**config.mk**
```make
export PLATFORM = sky130hd
export DESIGN_NAME = st_matrix_ctrl
export DESIGN_NICKNAME = d
export VERILOG_FILES = /design/src/rtl/st_matrix_ctrl.sv
export SDC_FILE = /design/constraint.sdc
export NUM_CORES = 1
export LEC_CHECK = 0
export BUFFER_PORTS_ARGS = -buffer_cell sky130_fd_sc_hd__clkbuf_2
export CORE_AREA = 5 5 203 205
export CTS_CLUSTER_DIAMETER = 120
export DETAILED_ROUTE_END_ITERATION = 12
export DIE_AREA = 0 0 208 210
export GPL_TIMING_DRIVEN = 0
export HOLD_SLACK_MARGIN = 0.15
export PLACE_DENSITY = 0.43
export SYNTH_ARGS = -nofsm -noshare
export SYNTH_HDL_FRONTEND = slang
export SYNTH_SLANG_ARGS = --single-unit
```
**constraint.sdc**
```tcl
create_clock -name clk -period 2.9 [get_ports clk]
set_clock_uncertainty 0.15 [all_clocks]
set_input_delay 0.29 -clock clk [delete_from_list [all_inputs] [get_ports clk]]
set_output_delay 0.29 -clock clk [all_outputs]
set_load 0.01 [all_outputs]
```
**src/rtl/st_matrix_ctrl.sv**
```systemverilog
// rtl/st_matrix_ctrl.sv - 8x8 bicolor light-pen matrix controller (optional macro: ST_PEN_QUAL_EN)
module st_matrix_ctrl #(
  parameter int SUB_CYCLES = 781,
  parameter int PEN_DELAY  = 32,
  parameter int PEN_QUAL   = 8
) (
  input  logic       clk,
  input  logic       rst,
  input  logic [3:0] state,
  input  logic [2:0] state_deep,
  input  logic       pen,
  output logic [7:0] row_n,
  output logic [7:0] col_r,
  output logic [7:0] col_g,
  output logic [1:0] color_sel,
  output logic [2:0] pen_x,
  output logic [2:0] pen_y,
  output logic       pen_valid
);

  // Mode codes shared with the top-level mode state machine.
  localparam logic [3:0] ST_RST   = 4'd0;
  localparam logic [3:0] ST_STOP  = 4'd1;
  localparam logic [3:0] ST_SLEEP = 4'd2;
  localparam logic [3:0] ST_LIGHT = 4'd3;
  localparam logic [3:0] ST_COLOR = 4'd4;
  localparam logic [3:0] ST_ERASE = 4'd5;

  localparam int SW = (SUB_CYCLES > 2) ? $clog2(SUB_CYCLES) : 1;

  typedef enum logic [2:0] {
    M_RST, M_STOP, M_SLEEP, M_LIGHT, M_COLOR, M_ERASE
  } mode_t;

  // STATE_0..STATE_3 belong to other screens, so they and any unknown code
  // leave the matrix dark and frozen like STOP.
  function automatic mode_t decode(input logic [3:0] s);
    case (s)
      ST_RST:   decode = M_RST;
      ST_STOP:  decode = M_STOP;
      ST_SLEEP: decode = M_SLEEP;
      ST_LIGHT: decode = M_LIGHT;
      ST_COLOR: decode = M_COLOR;
      ST_ERASE: decode = M_ERASE;
      default:  decode = M_STOP;
    endcase
  endfunction

  logic [3:0]    state_prev;
  logic [SW-1:0] sub_cnt;
  logic [2:0]    col;
  logic [2:0]    row;
  logic [1:0]    fb [0:63];
  logic          pen_meta;
  logic          pen_sync;
  logic          hit_flag;

  mode_t cur_mode;
  mode_t disp_mode;
  logic  state_chg;
  logic  sub_last;
  logic  in_window;
  logic  probe;
  logic  qual_now;
  logic  hit_now;
  logic  commit;

  // Only the blink phase bit of state_deep matters on this screen.
  logic unused_deep;
  assign unused_deep = ^state_deep[2:1];

  assign cur_mode  = decode(state);
  assign disp_mode = decode(state_prev);
  assign state_chg = (state != state_prev);
  assign sub_last  = (sub_cnt == SW'(SUB_CYCLES - 1));
  assign in_window = (sub_cnt >= SW'(PEN_DELAY));
  assign probe     = (cur_mode == M_LIGHT) || (cur_mode == M_ERASE);

`ifdef ST_PEN_QUAL_EN
  localparam int QW = $clog2(PEN_QUAL + 1);
  logic [QW-1:0] run_cnt;

  // A qualifying run is the current high sample plus PEN_QUAL-1 earlier ones.
  assign qual_now = in_window && pen_sync && (run_cnt >= QW'(PEN_QUAL - 1));

  // Count consecutive in-window high samples; anything else restarts the run.
  always_ff @(posedge clk or negedge rst) begin
    if (!rst) begin
      run_cnt <= '0;
    end else if (state_chg || !probe || !in_window || !pen_sync || sub_last) begin
      run_cnt <= '0;
    end else if (run_cnt < QW'(PEN_QUAL)) begin
      run_cnt <= run_cnt + 1'b1;
    end
  end
`else
  localparam int unused_pen_qual = PEN_QUAL;
  assign qual_now = in_window && pen_sync;
`endif

  // The sample on the last window cycle still counts toward this subslot.
  assign hit_now = hit_flag || qual_now;
  assign commit  = !state_chg && probe && sub_last && hit_now;

  // Pen synchronizer, mode history and raster position.
  always_ff @(posedge clk or negedge rst) begin
    if (!rst) begin
      pen_meta   <= 1'b0;
      pen_sync   <= 1'b0;
      state_prev <= ST_RST;
      sub_cnt    <= '0;
      col        <= 3'd0;
      row        <= 3'd0;
      hit_flag   <= 1'b0;
    end else begin
      pen_meta   <= pen;
      pen_sync   <= pen_meta;
      state_prev <= state;
      if (state_chg) begin
        sub_cnt <= '0;
        col     <= 3'd0;
        row     <= 3'd0;
      end else if (cur_mode != M_STOP) begin
        if (sub_last) begin
          sub_cnt <= '0;
          col     <= col + 3'd1;
          if (col == 3'd7) begin
            row <= row + 3'd1;
          end
        end else begin
          sub_cnt <= sub_cnt + 1'b1;
        end
      end
      if (state_chg || !probe || sub_last) begin
        hit_flag <= 1'b0;
      end else begin
        hit_flag <= hit_now;
      end
    end
  end

  // Frame buffer: bulk clear in RST, single-pixel paint/erase on commit.
  always_ff @(posedge clk or negedge rst) begin
    if (!rst) begin
      for (int i = 0; i < 64; i++) begin
        fb[i] <= 2'b00;
      end
    end else if (cur_mode == M_RST) begin
      for (int i = 0; i < 64; i++) begin
        fb[i] <= 2'b00;
      end
    end else if (commit) begin
      fb[{row, col}] <= (cur_mode == M_LIGHT) ? color_sel : 2'b00;
    end
  end

  // Paint colour steps once per entry into COLOR; hit report pulses on commit.
  always_ff @(posedge clk or negedge rst) begin
    if (!rst) begin
      color_sel <= 2'b01;
      pen_x     <= 3'd0;
      pen_y     <= 3'd0;
      pen_valid <= 1'b0;
    end else begin
      if (cur_mode == M_COLOR && disp_mode != M_COLOR) begin
        color_sel <= (color_sel == 2'b11) ? 2'b01 : color_sel + 2'b01;
      end
      pen_valid <= commit;
      if (commit) begin
        pen_x <= col;
        pen_y <= row;
      end
    end
  end

  logic [7:0] row_sel;
  logic [7:0] row_r;
  logic [7:0] row_g;
  logic [1:0] probe_pix;
  logic [7:0] nx_row_n;
  logic [7:0] nx_col_r;
  logic [7:0] nx_col_g;

  // Drive pattern for the position the counters hold, in the mode they ran under.
  always_comb begin
    row_sel   = ~(8'd1 << row);
    probe_pix = fb[{row, col}];
    if (probe_pix == 2'b00) begin
      probe_pix = 2'b10;
    end
    for (int c = 0; c < 8; c++) begin
      row_r[c] = fb[{row, 3'(c)}][0];
      row_g[c] = fb[{row, 3'(c)}][1];
    end
    nx_row_n = 8'hFF;
    nx_col_r = 8'h00;
    nx_col_g = 8'h00;
    case (disp_mode)
      M_RST: begin
        if (!state_deep[0]) begin
          nx_row_n = row_sel;
          nx_col_r = 8'hFF;
        end
      end
      M_SLEEP: begin
        nx_row_n = row_sel;
        nx_col_r = row_r;
        nx_col_g = row_g;
      end
      M_COLOR: begin
        nx_row_n = row_sel;
        nx_col_r = {8{color_sel[0]}};
        nx_col_g = {8{color_sel[1]}};
      end
      M_LIGHT, M_ERASE: begin
        nx_row_n = row_sel;
        nx_col_r = probe_pix[0] ? (8'd1 << col) : 8'h00;
        nx_col_g = probe_pix[1] ? (8'd1 << col) : 8'h00;
      end
      default: begin
        nx_row_n = 8'hFF;
      end
    endcase
  end

  // Matrix drive register, one clock behind the counters.
  always_ff @(posedge clk or negedge rst) begin
    if (!rst) begin
      row_n <= 8'hFF;
      col_r <= 8'h00;
      col_g <= 8'h00;
    end else begin
      row_n <= nx_row_n;
      col_r <= nx_col_r;
      col_g <= nx_col_g;
    end
  end

endmodule

```
==> results of run 1 <==
==> critical path, stage by stage (launching register included) <==
cell	delay, ps
dfrtp_1	400
clkinv_1	370
buf_4	330
nor2_1	680
clkbuf_2	470
nand2_1	220
nand3_1	130
o21ai_0	80
==> area by class of cell <==
type	count	area share
Inverter	18	0.00636
Timing Repair Buffer	52	0.0318
Clock buffer	19	0.0388
Multi-Input combinational cell	748	0.410
Clock inverter	13	0.0171
Tap cell	525	0.0576
Buffer	69	0.0338
Sequential cell	184	0.405
==> sequential cells by signal, indices dropped and copies added, names as in the netlist, 2 cells and up <==
signal and cells:
fb 128, sub_cnt 10, col_g 8, col_r 8, row_n 8, state_prev 4, col 3, pen_x 3
pen_y 3, row 3, color_sel 2
==> what timing repair did <==
item / in CTS / in global routing
endpoints found under the hold margin: 93 / 0
hold buffers: 6 / 0
cloned: 0 / 0
gates resized for setup: 20 / 13
setup buffers: 1 / 2
endpoints found under the setup margin: 98 / 132
pin swaps: 1 / 3
==> cells by family (layout without fill, tap and decap cells) <==
kind of cell,Yosys count,after routing,share of synthesized area
multiplexers,31,31,0.0591
flip-flops,184,184,0.478
XOR/XNOR,10,10,0.00908
adder cells (fa/ha/maj),16,16,0.0207
AND/OR/NAND/NOR,400,400,0.204
buffers and inverters,88,171,0.0453
AO/OA/AOI/OAI,291,291,0.183
==> power breakdown <==
group	total [mW]	switching, mW	internal, mW
logic	0.244	0.177	0.0669
registers	2.63	0.0300	2.60
clock network	2.56	1.08	1.48
==> cells in the final DEF (no fill, tap or decap), drive strengths merged, types with 19 or more instances in the layout <==
| cell type | count |
|---|---|
| mux4 | 19 |
| o21ai | 128 |
| nor2 | 43 |
| nand3 | 146 |
| buf | 38 |
| nor3 | 19 |
| a21oi | 41 |
| o22ai | 49 |
| nand2 | 138 |
| dfrtp | 175 |
| clkbuf | 96 |
==> metrics by stage <==
step | cells | worst slack (ps)
2_1_floorplan | 1020 | 589
3_3_place_gp | 1585 | -2300
3_5_place_dp | 1588 | -620
4_1_cts | 1627 | 15.9
5_1_grt | 1628 | -106
6_report | 1628 | -81.9
==> worst paths after layout <==
path,end,slack (ps),depth (start not counted)
max reg2reg,fb[48],-80,7
min reg2reg,pen_sync,200,0
min in group asynchronous,fb[94],330,2
max in group asynchronous,col[1],1320,3
min,pen_sync,200,0
max,fb[48],-80,7
==> routing by layer <==
metal / wire (um) / part of all wire
met4: 1560 / 0.038
met1: 19100 / 0.47
met5: 0 / 0
met3: 2380 / 0.058
met2: 17800 / 0.44
==> impl_metrics.tcl, run 1 <==
set metrics [dict create \
    status "complete, but fails checks" \
    violations "setup timing" \
    areaGrowthSynthToFinish_pct 18.2 \
    fin_crit_sh 1.03 \
    ys_types 69 \
    cts_root_buffer "clkbuf_16" \
    hpwl_um 30900 \
    insertion_delay_ps 450 \
    setup_viol 13 \
    first_pass_iters 5 \
    core_area_sq_um 39300 \
    use_met1 0.266 \
    syn_nets 1046 \
    via_per_inst 5.35 \
    fin_util 0.290 \
    dieArea_sq_um 43700 \
    synth_common_cells "dfrtp_1, nand3_1, nand2_1" \
    critPathLaunch "col[2]" \
    rows 73 \
    synth-seq-cells 184 \
    end_kind "flop" \
    hp-start "pen_meta" \
    use_met2 0.281 \
    final_cell_area_sq_um 11400 \
    clkSinkCount 184 \
    drive_gt1_frac 0.156 \
    grt_pass1_wl_um 60000 \
    ys.flop_type "dfrtp_1" \
    finalNetCount 1116 \
    drv_slew 0 \
    io_buffer_count 40 \
    first_global_vias 8468 \
    yosysWarnings 0 \
    gp_congestion 1.01 \
    fill_cells 4218 \
    ir_drop_v 0.000337 \
    detail_route.wl_per_cell_um 25.1 \
    ant_nets 0 \
    vias 8715 \
    slew_headroom 0.150 \
    grt_util_met3 0.0298 \
    path_class "reg2reg" \
    p_leak_nw 4.46 \
    required_ps 3060 \
    p_per_area_nw_per_um2 476 \
    final_hold_viol_count 0 \
    fmax_ghz 0.335 \
    syn_inst 1020 \
    post-route-min-period_ps 2980 \
    antenna_found_initial 0 \
    die_h_um 210 \
    drc_errors 0 \
    synthArstFlopShare 1.00 \
    multiInputGateArea_sq_um 4670 \
    cp.arrival_ps 3140 \
    regArea_sq_um 4620 \
    routed_wirelength_um 40800 \
    busiest_layer "met2" \
    r2r_start "col[2]" \
    track_usage 0.185 \
    grt_max_degree 96 \
    worst_hold_slack_ps 198 \
    finalPower_mw 5.43 \
    tns_ps -402 \
    yosys-top-cells-area "dfrtp_1, nand3_1, o21ai_0" \
    clk_pin_slew_worst_paths_ps 70 \
    ys_seq_area_frac 0.478 \
    initial_core_util 0.246 \
    dpl_cell_area_sq_um 10600 \
    diodes 0 \
    netlist.area_leader.share 0.454 \
    rsz0062_at_grt "yes" \
    grt-ovfl-total 0 \
    drtIter0Drc 923 \
    chipWidth_um 208 \
    cts_tree "built" \
    io_pins 43 \
    synth_area_sq_um 9650 \
    htree_levels 4 \
    cts_buffer_depth 2 \
    synth_edf_count 0 \
    setup_slack_ps -81.9 \
    max_cap_violations 0 \
    cts_buffers 17 \
    yosysTopAreaCell "dfrtp_1" \
    syn_area_per_cell_sq_um 9.46 \
    critPathLaunchType "flop" \
    critPathMaxFanout 10 \
    max_slew.worst_pin.slew_ps 1260 \
    hold_class "reg2reg" \
    yosysMostFrequentCell "dfrtp_1" \
]
No activity file was read; power rests on OpenSTA's default activity.
==> inputs of run 2 (changes only) <==
--- a/config.mk
+++ b/config.mk
@@ -12,7 +12,7 @@
 export DIE_AREA = 0 0 208 210
 export GPL_TIMING_DRIVEN = 0
 export HOLD_SLACK_MARGIN = 0.15
-export PLACE_DENSITY = 0.43
+export PLACE_DENSITY = 0.44
 export SYNTH_ARGS = -nofsm -noshare
 export SYNTH_HDL_FRONTEND = slang
 export SYNTH_SLANG_ARGS = --single-unit
==> constraint.sdc (replaced) <==
create_clock -name clk -period 2.48 [get_ports clk]
set_clock_uncertainty 0.15 [all_clocks]
set_input_delay 0.248 -clock clk [delete_from_list [all_inputs] [get_ports clk]]
set_output_delay 0.248 -clock clk [all_outputs]
set_load 0.01 [all_outputs]
==> run 2 against run 1 <==
Compared with the run above: maximum frequency rose by 12%; first-iteration DRC count fell by 1.6%; non-clock buffer count is 36 higher; count of clock-buffer cells in the layout is 1 lower; critical path depth increased by 1; total power is 17% higher; final cell count up 2.2%; combinational power up 32%; the flow still finishes with violations (setup timing); worst setup slack lost 92 ps.
==> impl_metrics.tcl, run 2 (synthesis gave the netlist of run 1 again) <==
set metrics [dict create \
    worstSetupEndpoint "col_g[7]" \
    io_buffer_count 40 \
    p_per_area_nw_per_um2 471 \
    crit_slowest_cell "mux4_2" \
    seq_power_share 0.485 \
    routed_wirelength_um 42700 \
    combPwrFrac 0.051 \
    dpl_cell_area_sq_um 10600 \
    ff2ff_path_depth 8 \
    cts_root_buffer "clkbuf_16" \
    grt-ovfl-total 0 \
    critPathMaxFanout 10 \
    rsz0062_at_grt "yes" \
    cts_tree "built" \
    insertion_delay_ps 450 \
    track_usage 0.189 \
    vias 9156 \
    diodes 0 \
    swShare 0.261 \
    cts_buffers 17 \
    reg.largest.list "fb: 128 flops, sub_cnt: 10 flops" \
    ff2ff_setup_slack_ps -170 \
    slew_headroom 0.245 \
    crit_chain "buf_6 > buf_12 > mux4_2 > a22oi_1 > a31oi_1 > nor3_1 > o21a_4 > o221ai_2" \
    ant_nets 0 \
    drive_gt1_frac 0.410 \
    status "complete, but fails checks" \
    first_global_vias 8648 \
    grt_max_degree 106 \
    hold_class "in2reg" \
    layout_common_cells "dfrtp_1, nand3_2, o21ai_1" \
    grt_pass1_wl_um 61200 \
    critPathLaunch "col[0]" \
    htree_levels 4 \
    p_switching_mw 1.66 \
    path_class "reg2reg" \
    die_h_um 210 \
    gp_congestion 0.999 \
    critPathLaunchType "flop" \
    dieArea_sq_um 43700 \
    max_cap_violations 0 \
    rows 73 \
    power_frac_clock 0.465 \
    final_hold_viol_count 0 \
    finalPower_mw 6.35 \
    first_pass_iters 6 \
    io_pins 43 \
    finalNetCount 1152 \
    p_int_mw 4.69 \
    max_slew.worst_pin.slew_ps 1120 \
    clk_pin_slew_worst_paths_ps 80 \
    areaGrowthSynthToFinish_pct 39.8 \
    r2r_end "col_g[7]" \
    fmax_ghz 0.377 \
    chipWidth_um 208 \
    largest-register "fb" \
    setup_viol 34 \
    setup_slack_ps -173 \
    final_common_cell "dfrtp_1" \
    end_kind "flop" \
    violations "setup timing" \
    required_ps 2600 \
    hold_depth 3 \
    cp.arrival_ps 2770 \
    p_leak_nw 5.37 \
    drv_slew 0 \
    hpwl_um 30600 \
    core_area_sq_um 39300 \
    clkSinkCount 184 \
    ir_drop_v 0.000319 \
    via_per_inst 5.50 \
    fill_cells 4022 \
    fin_crit_sh 1.07 \
    post-route-min-period_ps 2650 \
    detail_route.wl_per_cell_um 25.7 \
    largest_reg_flops 128 \
    cts_buffer_depth 2 \
    r2r_start "col[0]" \
    initial_core_util 0.246 \
    antenna_found_initial 1 \
    final_cell_area_sq_um 13500 \
    drtIter0Drc 908 \
    slowest_delay_ps 560 \
    drc_errors 0 \
]
==> run 2: cell count changes in the layout (fill, tap and decap cells not counted), moves of 36 or more <==
cell	change
nand2_1	-87
nand2_2	+41
nand2_4	+36
nand3_1	-88
nand3_2	+86
o21ai_0	-91
o21ai_1	+71
==> run 2: what timing repair did <==
action                     CTS  global route
setup endpoints to repair  150           150
hold endpoints to repair   103             3
resized for setup          123           411
hold buffers                 7             1
cloned                       1             4
pin swaps                   13           108
setup buffers               14            18
==> run 2: worst min-delay path by stage <==
stage,startpoint,to,slack (ps)
global placement,pen_meta,pen_sync,180
finish,state[3],color_sel[0],190
floorplan,rst,col[0],-200
detailed placement,pen_meta,pen_sync,190
global route,pen_meta,pen_sync,220
CTS,state[3],fb[2],170
==> run 2: power by group through the flow <==
stage | clock [mW] | combinational, mW | sequential, mW
floorplan | 0 | 0.105 | 3.13
global placement | 0 | 0.277 | 3.14
finish | 2.95 | 0.321 | 3.08
CTS | 3.01 | 0.308 | 3.08
detailed placement | 0 | 0.285 | 3.13
global route | 3.12 | 0.364 | 3.08
==> run 2: layout make-up <==
class	instances	area, sq um	area share
inverter	18	75.1	0.00557
clock buffer	18	439	0.0326
timing repair buffer	88	836	0.0620
sequential	184	4620	0.343
tap	525	657	0.0487
clock inverter	14	178	0.0132
buffer	69	502	0.0372
multi-input combinational	748	6180	0.458
==> run 2: layer usage <==
layer	vias to the layer above	global-route usage	routed length (um)
met5	-	0	12
met4	2	0.0723	1780
met3	104	0.0296	2700
met2	373	0.284	18900
met1	4657	0.274	19300
li1	4020	-	-
==> run 2: worst max-delay path: cells and delay by family (launching register included) <==
kind                   cells  cell delay (ps)
AO/OA/AOI/OAI              4              830
buffers and inverters      2              330
flip-flops                 1              370
multiplexers               1              560
AND/OR/NAND/NOR            1              220
==> run 2: per-stage QoR <==
| stage | std cells | hold slack (ps) | util | TNS [ps] | setup WS (ps) |
|---|---|---|---|---|---|
| floorplan | 1020 | -198 | - | 0 | 169 |
| finish | 1664 | 190 | 0.343 | -1820 | -173 |
| global route | 1664 | 221 | 0.343 | -7860 | -231 |
| global placement | 1585 | 184 | 0.267 | -566430 | -2650 |
| CTS | 1641 | 166 | 0.303 | -981 | -118 |
| detailed placement | 1588 | 190 | 0.269 | -66010 | -868 |
==> inputs of run 3 (changes only) <==
--- a/config.mk
+++ b/config.mk
@@ -7,6 +7,7 @@
 export LEC_CHECK = 0
 export BUFFER_PORTS_ARGS = -buffer_cell sky130_fd_sc_hd__clkbuf_2
 export CORE_AREA = 5 5 203 205
+export CTS_BUF_LIST = sky130_fd_sc_hd__clkbuf_2
 export CTS_CLUSTER_DIAMETER = 120
 export DETAILED_ROUTE_END_ITERATION = 12
 export DIE_AREA = 0 0 208 210
==> run 3 against run 2 <==
Compared with the run above: the flow still finishes with violations (setup timing); worst hold slack improved by 54 ps; final area decreased by 5.8%; worst setup slack improved by 5.6 ps; sequential power about the same; flip-flop and latch count unchanged; maximum frequency increased by 0.21%; non-clock buffer count increased by 18; register-to-register slack about the same; combinational power increased by 2%.
==> impl_metrics.tcl, run 3 (synthesis gave the netlist of run 1 again) <==
set metrics [dict create \
    status "complete, but fails checks" \
    violations "setup timing" \
    track_usage 0.190 \
    largest-register "fb" \
    core_area_sq_um 39300 \
    ant_nets 0 \
    drive_gt1_frac 0.332 \
    fin_crit_sh 1.07 \
    drc_errors 0 \
    drv_slew 0 \
    grt_max_degree 106 \
    hold_depth 5 \
    dpl_cell_area_sq_um 10600 \
    placed_cells 1588 \
    final_cell_area_sq_um 12700 \
    chipWidth_um 208 \
    max_slew.worst_pin.slew_ps 1060 \
    slew_headroom 0.288 \
    required_ps 3080 \
    final_cells 1684 \
    io_pins 43 \
    clk_pin_slew_worst_paths_ps 320 \
    rsz0062_at_grt "yes" \
    dieArea_sq_um 43700 \
    grt-ovfl-total 0 \
    fmax_ghz 0.378 \
    vias 9122 \
    r2r_end "col_g[2]" \
    max_cap_violations 0 \
    die_h_um 210 \
    routed_wirelength_um 42400 \
    initial_core_util 0.246 \
    reg.largest.list "fb: 128 flops, sub_cnt: 10 flops" \
    htree_levels 4 \
    pre_cts_slack_ps -868 \
    grt_pass1_wl_um 61800 \
    ff2ff_setup_slack_ps -170 \
    cp.arrival_ps 3240 \
    setup_slack_ps -168 \
    ff2ff_path_depth 7 \
    cts_root_buffer "clkbuf_2" \
    setup_viol 15 \
    gp_congestion 0.999 \
    detail_route.wl_per_cell_um 25.2 \
    final_hold_viol_count 0 \
    drtIter0Drc 890 \
    p_per_area_nw_per_um2 409 \
    critPathMaxFanout 10 \
    tns_ps -1410 \
    end_kind "flop" \
    hold_class "in2reg" \
    worst_hold_slack_ps 244 \
    clkSinkCount 184 \
    io_buffer_count 40 \
    p_leak_nw 5.00 \
    largest_reg_flops 128 \
    finalNetCount 1171 \
    rows 73 \
    insertion_delay_ps 850 \
    cts_buffers 17 \
    layout_common_cells "dfrtp_1, nand3_1, o21ai_0" \
    critPathLaunchType "flop" \
    final_common_cell "dfrtp_1" \
    finalPower_mw 5.19 \
    first_global_vias 8736 \
    first_pass_iters 7 \
    via_per_inst 5.42 \
    cts_buffer_depth 2 \
    path_class "reg2reg" \
    hpwl_um 30600 \
    hp-start "state[3]" \
    ir_drop_v 0.000261 \
    fill_cells 4082 \
    r2r_start "col[2]" \
    antenna_found_initial 2 \
    fin_util 0.323 \
    hold_end "hit_flag" \
    post-route-min-period_ps 2650 \
    cts_tree "built" \
    areaGrowthSynthToFinish_pct 31.6 \
]
run 3: area by class of cell:
type	count	area, sq um	area share
clock buffers	17	85.1	0.00670
multi-input cells	749	5620	0.442
inverters	18	75.1	0.00591
well taps	525	657	0.0517
flip-flops and latches	184	4620	0.364
plain buffers	68	479	0.0377
clock inverters	15	181	0.0143
repair buffers	107	981	0.0772
diodes	1	2.50	0.000197
run 3: report_power, final:
group | internal [mW] | switching, mW | total (mW)
Combinational | 0.0977 | 0.228 | 0.326
Sequential | 3.05 | 0.0401 | 3.09
Clock | 0.519 | 1.26 | 1.78
Total | 3.66 | 1.53 | 5.19
run 3: worst max-delay path by stage:
| stage | slack [ps] | cells after the start | from | to |
|---|---|---|---|---|
| CTS | -120 | 9 | col[0] | col_g[2] |
| detailed placement | -870 | 8 | row[1] | col_r[3] |
| floorplan | 170 | 11 | sub_cnt[0] | fb[10] |
| global route | -210 | 9 | col[0] | col_g[2] |
| global placement | -2650 | 1 | rst | fb[111] |
| finish | -170 | 7 | col[2] | col_g[2] |
run 3: metal layers:
| layer | part of all wire | up-vias | routed length [um] | track usage |
|---|---|---|---|---|
| met3 | 0.069 | 87 | 2910 | 0.0317 |
| li1 | - | 4038 | - | - |
| met4 | 0.038 | 2 | 1610 | 0.0648 |
| met2 | 0.44 | 355 | 18700 | 0.291 |
| met1 | 0.45 | 4640 | 19200 | 0.273 |
| met5 | 0.00031 | - | 13 | 0 |
run 3: timing repair:
item	CTS	global route
hold buffers	13	0
gates resized for setup	141	199
pin swaps	29	56
gates cloned	3	3
endpoints found under the setup margin	150	150
setup buffers	27	19
hold endpoints to repair	299	0
run 3: critical path, stage by stage, from the launching register on:
cell and delay, ps:
dfrtp_2 530, clkbuf_4 240, nor2_1 460, a22oi_2 190, a31oi_2 300, nor3_2 80, o21a_4 290, o311ai_4 310
